<file path="src/rtl/mdr_pkg.sv">
// Shared types and constants for the Mini SRC memory data register
// and its memory handshake controller.
package mdr_pkg;

    typedef enum logic [1:0] {
        IDLE,
        RD,
        WR
    } state_t;

    typedef enum logic [1:0] {
        SZ_BYTE = 2'b00,
        SZ_HALF = 2'b01,
        SZ_WORD = 2'b10
    } size_t;

    localparam int DEFAULT_TIMEOUT = 15;

endpackage

</file>
<file path="src/rtl/mdr_extend.sv">
// Sign/zero extension of a lane-0 aligned byte or halfword to the full data width.
// Purely combinational so the future load unit can reuse it.
module mdr_extend
    import mdr_pkg::*;
#(
    parameter int DATA_WIDTH = 32
) (
    input  logic [DATA_WIDTH-1:0] data,
    input  logic [1:0]            size,
    input  logic                  signExt,
    output logic [DATA_WIDTH-1:0] extData
);

    // Bits above the selected lane are filled with either the lane's MSB or zero.
    always_comb begin
        extData = data;
        case (size)
            SZ_BYTE: begin
                for (int i = 8; i < DATA_WIDTH; i++) begin
                    extData[i] = signExt & data[7];
                end
            end
            SZ_HALF: begin
                for (int i = 16; i < DATA_WIDTH; i++) begin
                    extData[i] = signExt & data[15];
                end
            end
            default: extData = data;
        endcase
    end

endmodule

</file>
<file path="src/rtl/mdr_mem_ctrl.sv">
// Memory data register with a request/acknowledge memory port controller:
// sized reads with extension, writes of the MDR value, and a sticky timeout error.
module mdr_mem_ctrl
    import mdr_pkg::*;
#(
    parameter int                    DATA_WIDTH = 32,
    parameter int                    TIMEOUT    = DEFAULT_TIMEOUT,
    parameter logic [DATA_WIDTH-1:0] INIT       = '0
) (
    input  logic                    Clock,
    input  logic                    Clear,
    input  logic                    MDRin,
    input  logic [DATA_WIDTH-1:0]   BusMuxOut,
    input  logic                    Read,
    input  logic                    Write,
    input  logic [1:0]              Size,
    input  logic                    Signed,
    output logic [DATA_WIDTH-1:0]   BusMuxIn,
    output logic                    mem_req,
    output logic                    mem_we,
    output logic [DATA_WIDTH/8-1:0] mem_be,
    output logic [DATA_WIDTH-1:0]   mem_wdata,
    input  logic [DATA_WIDTH-1:0]   mem_rdata,
    input  logic                    mem_ack,
    output logic                    Busy,
    output logic                    Done,
    output logic                    Err
);

    localparam int BE_W = DATA_WIDTH / 8;
    localparam int CNT_W = (TIMEOUT < 1) ? 1 : $clog2(TIMEOUT + 1);
    localparam logic [CNT_W-1:0] CNT_LAST = (TIMEOUT < 1) ? '0 : CNT_W'(TIMEOUT - 1);

    state_t                  state, stateNext;
    logic [DATA_WIDTH-1:0]   mdr, mdrNext;
    logic                    reqNext, weNext, busyNext, doneNext, errNext;
    logic [BE_W-1:0]         beNext;
    logic [CNT_W-1:0]        count, countNext;
    logic [1:0]              sizeLatched, sizeNext;
    logic                    signedLatched, signedNext;
    logic [DATA_WIDTH-1:0]   readExtended;

    mdr_extend #(
        .DATA_WIDTH (DATA_WIDTH)
    ) extendUnit (
        .data    (mem_rdata),
        .size    (sizeLatched),
        .signExt (signedLatched),
        .extData (readExtended)
    );

    always_ff @(posedge Clock) begin
        if (Clear) begin
            state         <= IDLE;
            mdr           <= INIT;
            mem_req       <= 1'b0;
            mem_we        <= 1'b0;
            mem_be        <= '0;
            Busy          <= 1'b0;
            Done          <= 1'b0;
            Err           <= 1'b0;
            count         <= '0;
            sizeLatched   <= SZ_WORD;
            signedLatched <= 1'b0;
        end else begin
            state         <= stateNext;
            mdr           <= mdrNext;
            mem_req       <= reqNext;
            mem_we        <= weNext;
            mem_be        <= beNext;
            Busy          <= busyNext;
            Done          <= doneNext;
            Err           <= errNext;
            count         <= countNext;
            sizeLatched   <= sizeNext;
            signedLatched <= signedNext;
        end
    end

    // Read has priority over Write and over MDRin; an ack arriving on the
    // expiry cycle still completes the transaction successfully.
    always_comb begin
        stateNext  = state;
        mdrNext    = mdr;
        reqNext    = mem_req;
        weNext     = mem_we;
        beNext     = mem_be;
        busyNext   = Busy;
        doneNext   = 1'b0;
        errNext    = Err;
        countNext  = count;
        sizeNext   = sizeLatched;
        signedNext = signedLatched;

        case (state)
            IDLE: begin
                if (Read || Write) begin
                    stateNext  = Read ? RD : WR;
                    weNext     = !Read;
                    reqNext    = 1'b1;
                    busyNext   = 1'b1;
                    errNext    = 1'b0;
                    countNext  = '0;
                    sizeNext   = Size;
                    signedNext = Signed;
                    case (Size)
                        SZ_BYTE: beNext = BE_W'(1);
                        SZ_HALF: beNext = BE_W'(3);
                        default: beNext = '1;
                    endcase
                end else if (MDRin) begin
                    mdrNext = BusMuxOut;
                end
            end
            RD, WR: begin
                if (mem_ack) begin
                    if (state == RD) begin
                        mdrNext = readExtended;
                    end
                    stateNext = IDLE;
                    reqNext   = 1'b0;
                    weNext    = 1'b0;
                    beNext    = '0;
                    busyNext  = 1'b0;
                    doneNext  = 1'b1;
                end else if ((TIMEOUT > 0) && (count == CNT_LAST)) begin
                    stateNext = IDLE;
                    reqNext   = 1'b0;
                    weNext    = 1'b0;
                    beNext    = '0;
                    busyNext  = 1'b0;
                    doneNext  = 1'b1;
                    errNext   = 1'b1;
                end else begin
                    countNext = count + CNT_W'(1);
                end
            end
            default: stateNext = IDLE;
        endcase
    end

    assign BusMuxIn  = mdr;
    assign mem_wdata = mdr;

endmodule
</file>
<file path="config.mk">
export PLATFORM = sky130hd
export DESIGN_NAME = mdr_mem_ctrl
export DESIGN_NICKNAME = d
export VERILOG_FILES = /design/src/rtl/mdr_pkg.sv /design/src/rtl/mdr_extend.sv /design/src/rtl/mdr_mem_ctrl.sv
export SDC_FILE = /design/constraint.sdc
export NUM_CORES = 1
export LEC_CHECK = 0
export BUFFER_PORTS_ARGS = -buffer_cell sky130_fd_sc_hd__buf_2
export CORE_ASPECT_RATIO = 1.4
export CORE_UTILIZATION = 51
export DETAILED_ROUTE_END_ITERATION = 12
export GPL_TIMING_DRIVEN = 0
export PLACE_DENSITY = 0.87
export SKIP_LAST_GASP = 1
export SYNTH_ARGS = -nofsm -noshare
export SYNTH_HDL_FRONTEND = slang
export SYNTH_HIERARCHICAL = 1
export SYNTH_SLANG_ARGS = --single-unit
</file>
<file path="constraint.sdc">
create_clock -name Clock -period 2.5 [get_ports Clock]
set_input_delay 0.5 -clock Clock [delete_from_list [all_inputs] [get_ports Clock]]
set_output_delay 0.5 -clock Clock [all_outputs]
set_load 0.05 [all_outputs]
</file>
======== After elaboration in Yosys (flattened, before gate mapping) ========
Cells that the tools add are included.
W data, S select, Z words.
storage, ports and cells
  flip-flop bits (word level) ............. 49
  latch bits .............................. 0
  bits in writable memories ............... 0
  memory bits (read-only) ................. 0
  input port bits ......................... 73
  output and inout port bits .............. 73
  word-level logic and storage cells ...... 75
  memories kept ........................... 0
operators by class
  add/sub/neg operators ................... 1
  multiply operators ...................... 0
  divide/modulo/power cells ............... 0
  order comparisons ....................... 0
  equal/unequal tests ..................... 14
  shift-type cells ........................ 0
  multiplexer cells ....................... 33
  bitwise logic cells ..................... 3
  reductions and logical operators ........ 14
operators with widths
  kind                   number
  $mux W32               4
  $pmux W32 S2           1
  $pmux W16 S2           1
  $mux W4                6
  $pmux W4 S2            3
  $ne A2 B2 Y1 const B   8
  $mux W1                9
  $mux W2                4
  $mux W8                1
  $reduce_and A4 Y1      2
  $eq A2 B1 Y1 const B   3
  $logic_not A2 Y1       3
  $pmux W1 S2            3
  $reduce_and A5 Y1      1
  $add A4 B1 Y4 const B  1
  $eq A4 B4 Y1 const B   1
  $pmux W2 S2            1
  $reduce_and A2 Y1      2
  $reduce_or A2 Y1       2
  $ne A3 B3 Y1 const B   1
  $reduce_and A3 Y1      1
  $and A1 B1 Y1          2
  $eq A2 B2 Y1 const B   1
  $reduce_bool A2 Y1     1
  3 further kinds        3

======== Logic depth before layout (Yosys ltp) ========
  depth in word-level cells ............... 5
  gate-level depth with buffers ........... 8
  gate-level depth less buffers ........... 6

======== By module ========
Netlist, hierarchy kept.
modules (own cells, without submodules)
  module        times used  cells an instance  area each (µm²)
  mdr_mem_ctrl  1           265                2,708.8
  mdr_extend    1           66                 387.9

======== Least setup slack after synthesis ========
Ideal clock, no wire load.
  path type ............................... flip-flop to flip-flop
  from .................................... register state[0]
  to ...................................... register mdr[21], in the netlist BusMuxIn[21]
  library setup time ...................... 81 ps
  arrival time ............................ 1,559 ps
  setup slack ............................. 860 ps
  stages on the path, launching flop included .. 9
  path buffers ............................ 2
  path through ............................ dfxtp_1 inv_1 ha_1 nand2b_1 o2111a_1 buf_6 buf_12 nor2_2 a211oi_2
between the ends
  longest elaborated chain between the ends .. 4
ends and longest elaborated chain
  element                                                                     line                                     source
  start, declared                                                             mdr_mem_ctrl.sv:34                       state_t state, stateNext;
  start signal, assigned                                                      mdr_mem_ctrl.sv:66                       state <= stateNext;
  $eq A2 B1 Y1 / $eq A2 B2 Y1 (equally long branches)                         mdr_mem_ctrl.sv:95, mdr_mem_ctrl.sv:117
  $reduce_or A2 Y1                                                            mdr_mem_ctrl.sv:95                       case (state)
  $ne A2 B2 Y1 (no source line) / $reduce_bool A2 Y1 (equally long branches)  n/a
  $reduce_and A5 Y1 (no source line)                                          n/a
  end signal, assigned                                                        mdr_mem_ctrl.sv:67                       mdr <= mdrNext;
  end, declared                                                               mdr_mem_ctrl.sv:35                       logic [DATA_WIDTH-1:0] mdr, mdrNext;
Parallel ways exist; a longest one is shown, timed or not.
A chain may end at the register's enable or synchronous reset.

======== Worst setup path in the final report ========
  from .................................... register state[1]
  to ...................................... register mdr[25], in the netlist BusMuxIn[25]
Same word-level chain as after synthesis.

==> out/metrics.csv <==
stage,metric,value,unit
outcome,outcome,finished clean,
detailed_routing,vias,2790,
detailed_routing,first drt pass iteration count,4,
flow_run,max-cap violation count,0,
power_and_ir_drop,Logic pwr share,0.530,
final_layout,P&R area growth vs syn,29.25,%
worst_setup_path,WS Path Type,flip-flop to flip-flop,
global_route,number of global-route vias before repair,2736,
detailed_routing,DR iter-0 viols,89,
place,dpl cells,538,
clock_network,CTS tree,done,
synth,synthesized net count,409,
clock_network,clk sink count,47,
detailed_routing,Antenna Nets Post-Route,0,
global_route,met2 Resource Use GR,0.4612,
timing,Rel. slew slack,0.5225,
global_route,initial antenna violation count,0,
floorplanning,core area,5863,µm²
floorplanning,row cnt,33,
clock_network,CTS root buf,clkbuf_8,
timing,Slew @ Worst Pin,0.7162,ns
power_and_ir_drop,switching part of the total,0.4515,
clock_network,cts repair resizes,0,
detailed_routing,via/cell ratio,5.110,
floorplanning,# IOs,146,
detailed_routing,"wirelength, routed",7487,µm
place,detailed placement HPWL,5886,µm
timing,endpoints failing setup,0,
clock_network,Num CTS Buffers,5,
clock_network,"buffers from clock root to sink, at most",2,
clock_network,worst skew pair latency,0.29,ns
global_route,Top Usage Layer GRT,met2,
synth,Yosys reg bits,47,
global_route,global-route wire length before repair,11940,µm
floorplanning,Die Y,94.20,µm
clock_network,H-tree depth,2,
worst_setup_path,Worst Setup End Kind,flip-flop,
place,port bufs,137,
power_and_ir_drop,Leakage,1.945,nW
global_route,total track usage,0.2413,
synth,Mapped Area,3097,µm²
clock_network,setup repair bufs after CTS,0,
timing,Tmin final,1.904,ns
worst_setup_path,CP Launch Type,flip-flop,
synth,yosys warns,6,
floorplanning,initial core utilization,0.5282,
global_route,largest net degree at the start of global routing,15,
floorplanning,die width,67.86,µm
power_and_ir_drop,VDD IR max,0.5396,mV
final_layout,Non-Filler Instances,546,
synth,Netlist cell types,40,
worst_setup_path,crit-path max FO,10,
global_route,met1 usage in global routing,0.2535,
final_layout,layout cell share with drive strength beyond 1,0.5756,
worst_setup_path,Critical Path RT,2.65,ns
detailed_routing,DR DRC count,0,
final_layout,Fillers,490,
timing,Max Slew Vio Count,0,
final_layout,nets,553,
synth,sequential fraction of the synthesis area,0.3038,
worst_hold_path,Hold Crit Class,input pin to flip-flop,
clock_network,clk slew on worst S/H paths,0.09,ns
worst_setup_path,r2r setup slk,0.60,ns
synth,syn avg cell area,9.356,µm²
detailed_routing,wire per inst,13.71,µm
floorplanning,die area,6392,µm²
power_and_ir_drop,clock share of power,0.191,
power_and_ir_drop,register share of total power,0.279,
power_and_ir_drop,Psw,1.540,mW
timing,Setup Skew,0.005268,ns
synth,Post-Syn Instances,331,
global_route,total grt overflow,0,
clock_network,CTS Hold Buffers Added,0,
power_and_ir_drop,Int Power,1.872,mW
timing,part of the cycle the worst path needs,0.7618,
final_layout,diodes inserted,0,
timing,Total Neg Setup Slack,0,ns
timing,RSZ-0062 raised after global routing,no,
worst_setup_path,CP arrival,2.06,ns
place,Final GP Congestion,0.8246,
timing,"Hold Vio Cnt, Final",0,
timing,Max Clock Freq,525.1,MHz
power_and_ir_drop,PwrDens,852.5,nW/µm²
global_route,met3 Use GR,0.04733,
[cell type report]
cell class                      instances  area (µm²)  area share
Multi-Input combinational cell        213        1615      0.4036
Tap cell                               70       87.58     0.02188
Clock inverter                          2       60.06     0.01500
Inverter                                5       18.77    0.004689
Clock buffer                            6       72.57     0.01813
Buffer                                 66       521.8      0.1304
Sequential cell                        47       940.9      0.2351
Timing Repair Buffer                  137       685.7      0.1713
[cell families after synthesis]
| group | Yosys count | synth area share |
|---|---|---|
| flip-flops | 47 | 0.3038 |
| AO/OA/AOI/OAI | 83 | 0.2347 |
| AND/OR/NAND/NOR | 90 | 0.1495 |
| adder cells (fa/ha/maj) | 5 | 0.02020 |
| multiplexers | 35 | 0.1172 |
| buffers and inverters | 71 | 0.1745 |
[routing by layer]
metal / up-vias / share of wire
met3: 12 / 0.061
li1: 1398 / -
met2: 111 / 0.54
met5: - / 0
met4: 0 / 0.016
met1: 1269 / 0.38
[through the flow]
step | setup slack (ns) | hold slack [ns] | total power [mW] | area (µm²) | utilization
after floorplan | 0.8602 | 0.4491 | 2.430 | 3097 | -
final | 0.5956 | 0.4457 | 3.412 | 4003 | 0.6827
after global routing | 0.4788 | 0.4557 | 3.591 | 4003 | 0.6827
after CTS | 0.5755 | 0.4373 | 3.444 | 4003 | 0.6827
after detailed placement | 0.6085 | 0.4674 | 2.786 | 3870 | 0.6601
after global placement | 0.6711 | 0.4608 | 2.752 | 3870 | 0.6601
[power groups by stage]
stage	sequential, mW	clock [mW]	combinational (mW)
after floorplan	1.29	0	1.14
after global placement	0.965	0	1.79
after detailed placement	0.971	0	1.82
after CTS	0.955	0.669	1.82
after global routing	0.970	0.700	1.92
final	0.954	0.651	1.81
[synth_stat cells]
cell	number	share of area
a211oi_2	32	0.13
mux2i_4	1	0.0073
nor3b_1	1	0.0024
clkbuf_1	4	0.0048
dfxtp_1	47	0.30
nor2_2	28	0.057
o21ai_1	5	0.0081
buf_4	44	0.11
o21ai_0	18	0.029
o21ai_2	5	0.014
ha_1	5	0.020
mux2i_1	34	0.11
nand2b_4	1	0.0044
nand4bb_1	1	0.0036
nor3_1	1	0.0016
a211oi_1	1	0.0024
buf_12	3	0.019
a32oi_1	1	0.0028
buf_2	6	0.0097
buf_6	7	0.025
o211ai_2	1	0.0040
o21ai_4	1	0.0053
nand2b_1	4	0.0081
nor2b_1	2	0.0040
o22ai_1	4	0.0081
a31oi_1	1	0.0020
or3b_1	1	0.0028
buf_1	2	0.0024
nand3_1	1	0.0016
inv_1	5	0.0061
nand2_1	33	0.040
and3_1	1	0.0020
o2111a_1	1	0.0036
nand3b_1	1	0.0024
nor2_1	13	0.016
o211ai_1	2	0.0048
o21a_4	1	0.0048
a21oi_1	10	0.016
or3_1	1	0.0020
and2_1	1	0.0020
[critical path, stage by stage (launching register included)]
cell	delay (ns)
dfxtp_1	0.39
inv_1	0.06
ha_1	0.34
buf_4	0.24
buf_2	0.32
mux2i_1	0.31
a211oi_2	0.10
[state kept, by name, summed over array words and instances, names as in the netlist]
register	cells
Err	1
Done	1
mem_be	3
sizeLatched	2
BusMuxIn	32
mem_we	1
state	2
signedLatched	1
count	4
[path summary, 6_finish.rpt]
| path | from | to | depth (start not counted) |
|---|---|---|---|
| max | state[1]$_SDFFE_PP0P_ | BusMuxIn[25]$_SDFFE_PP0P_ | 6 |
| min | Signed | signedLatched$_SDFFE_PP0P_ | 3 |
| max reg2reg | state[1]$_SDFFE_PP0P_ | BusMuxIn[25]$_SDFFE_PP0P_ | 6 |
| min reg2reg | sizeLatched[0]$_SDFFE_PP0P_ | sizeLatched[0]$_SDFFE_PP0P_ | 2 |
[cells in the final DEF, fill, tap and decap left out, drive strengths merged]
cell type | Yosys | final
nand3 | 1 | 1
and3 | 1 | 1
ha | 5 | 5
o22ai | 4 | 4
nand2 | 33 | 33
a21oi | 10 | 10
inv | 5 | 5
or3 | 1 | 1
and2 | 1 | 1
a31oi | 1 | 1
or3b | 1 | 1
nor2b | 2 | 2
nor3b | 1 | 1
o21ai | 29 | 29
dfxtp | 47 | 47
nor3 | 1 | 1
nand3b | 1 | 1
o2111a | 1 | 1
nand2b | 5 | 5
a32oi | 1 | 1
nand4bb | 1 | 1
o21a | 1 | 1
bufinv | 0 | 2
clkbuf | 4 | 10
a211oi | 33 | 33
buf | 62 | 199
nor2 | 41 | 41
mux2i | 35 | 35
o211ai | 3 | 3
No activity file was read; power rests on OpenSTA's default activity.
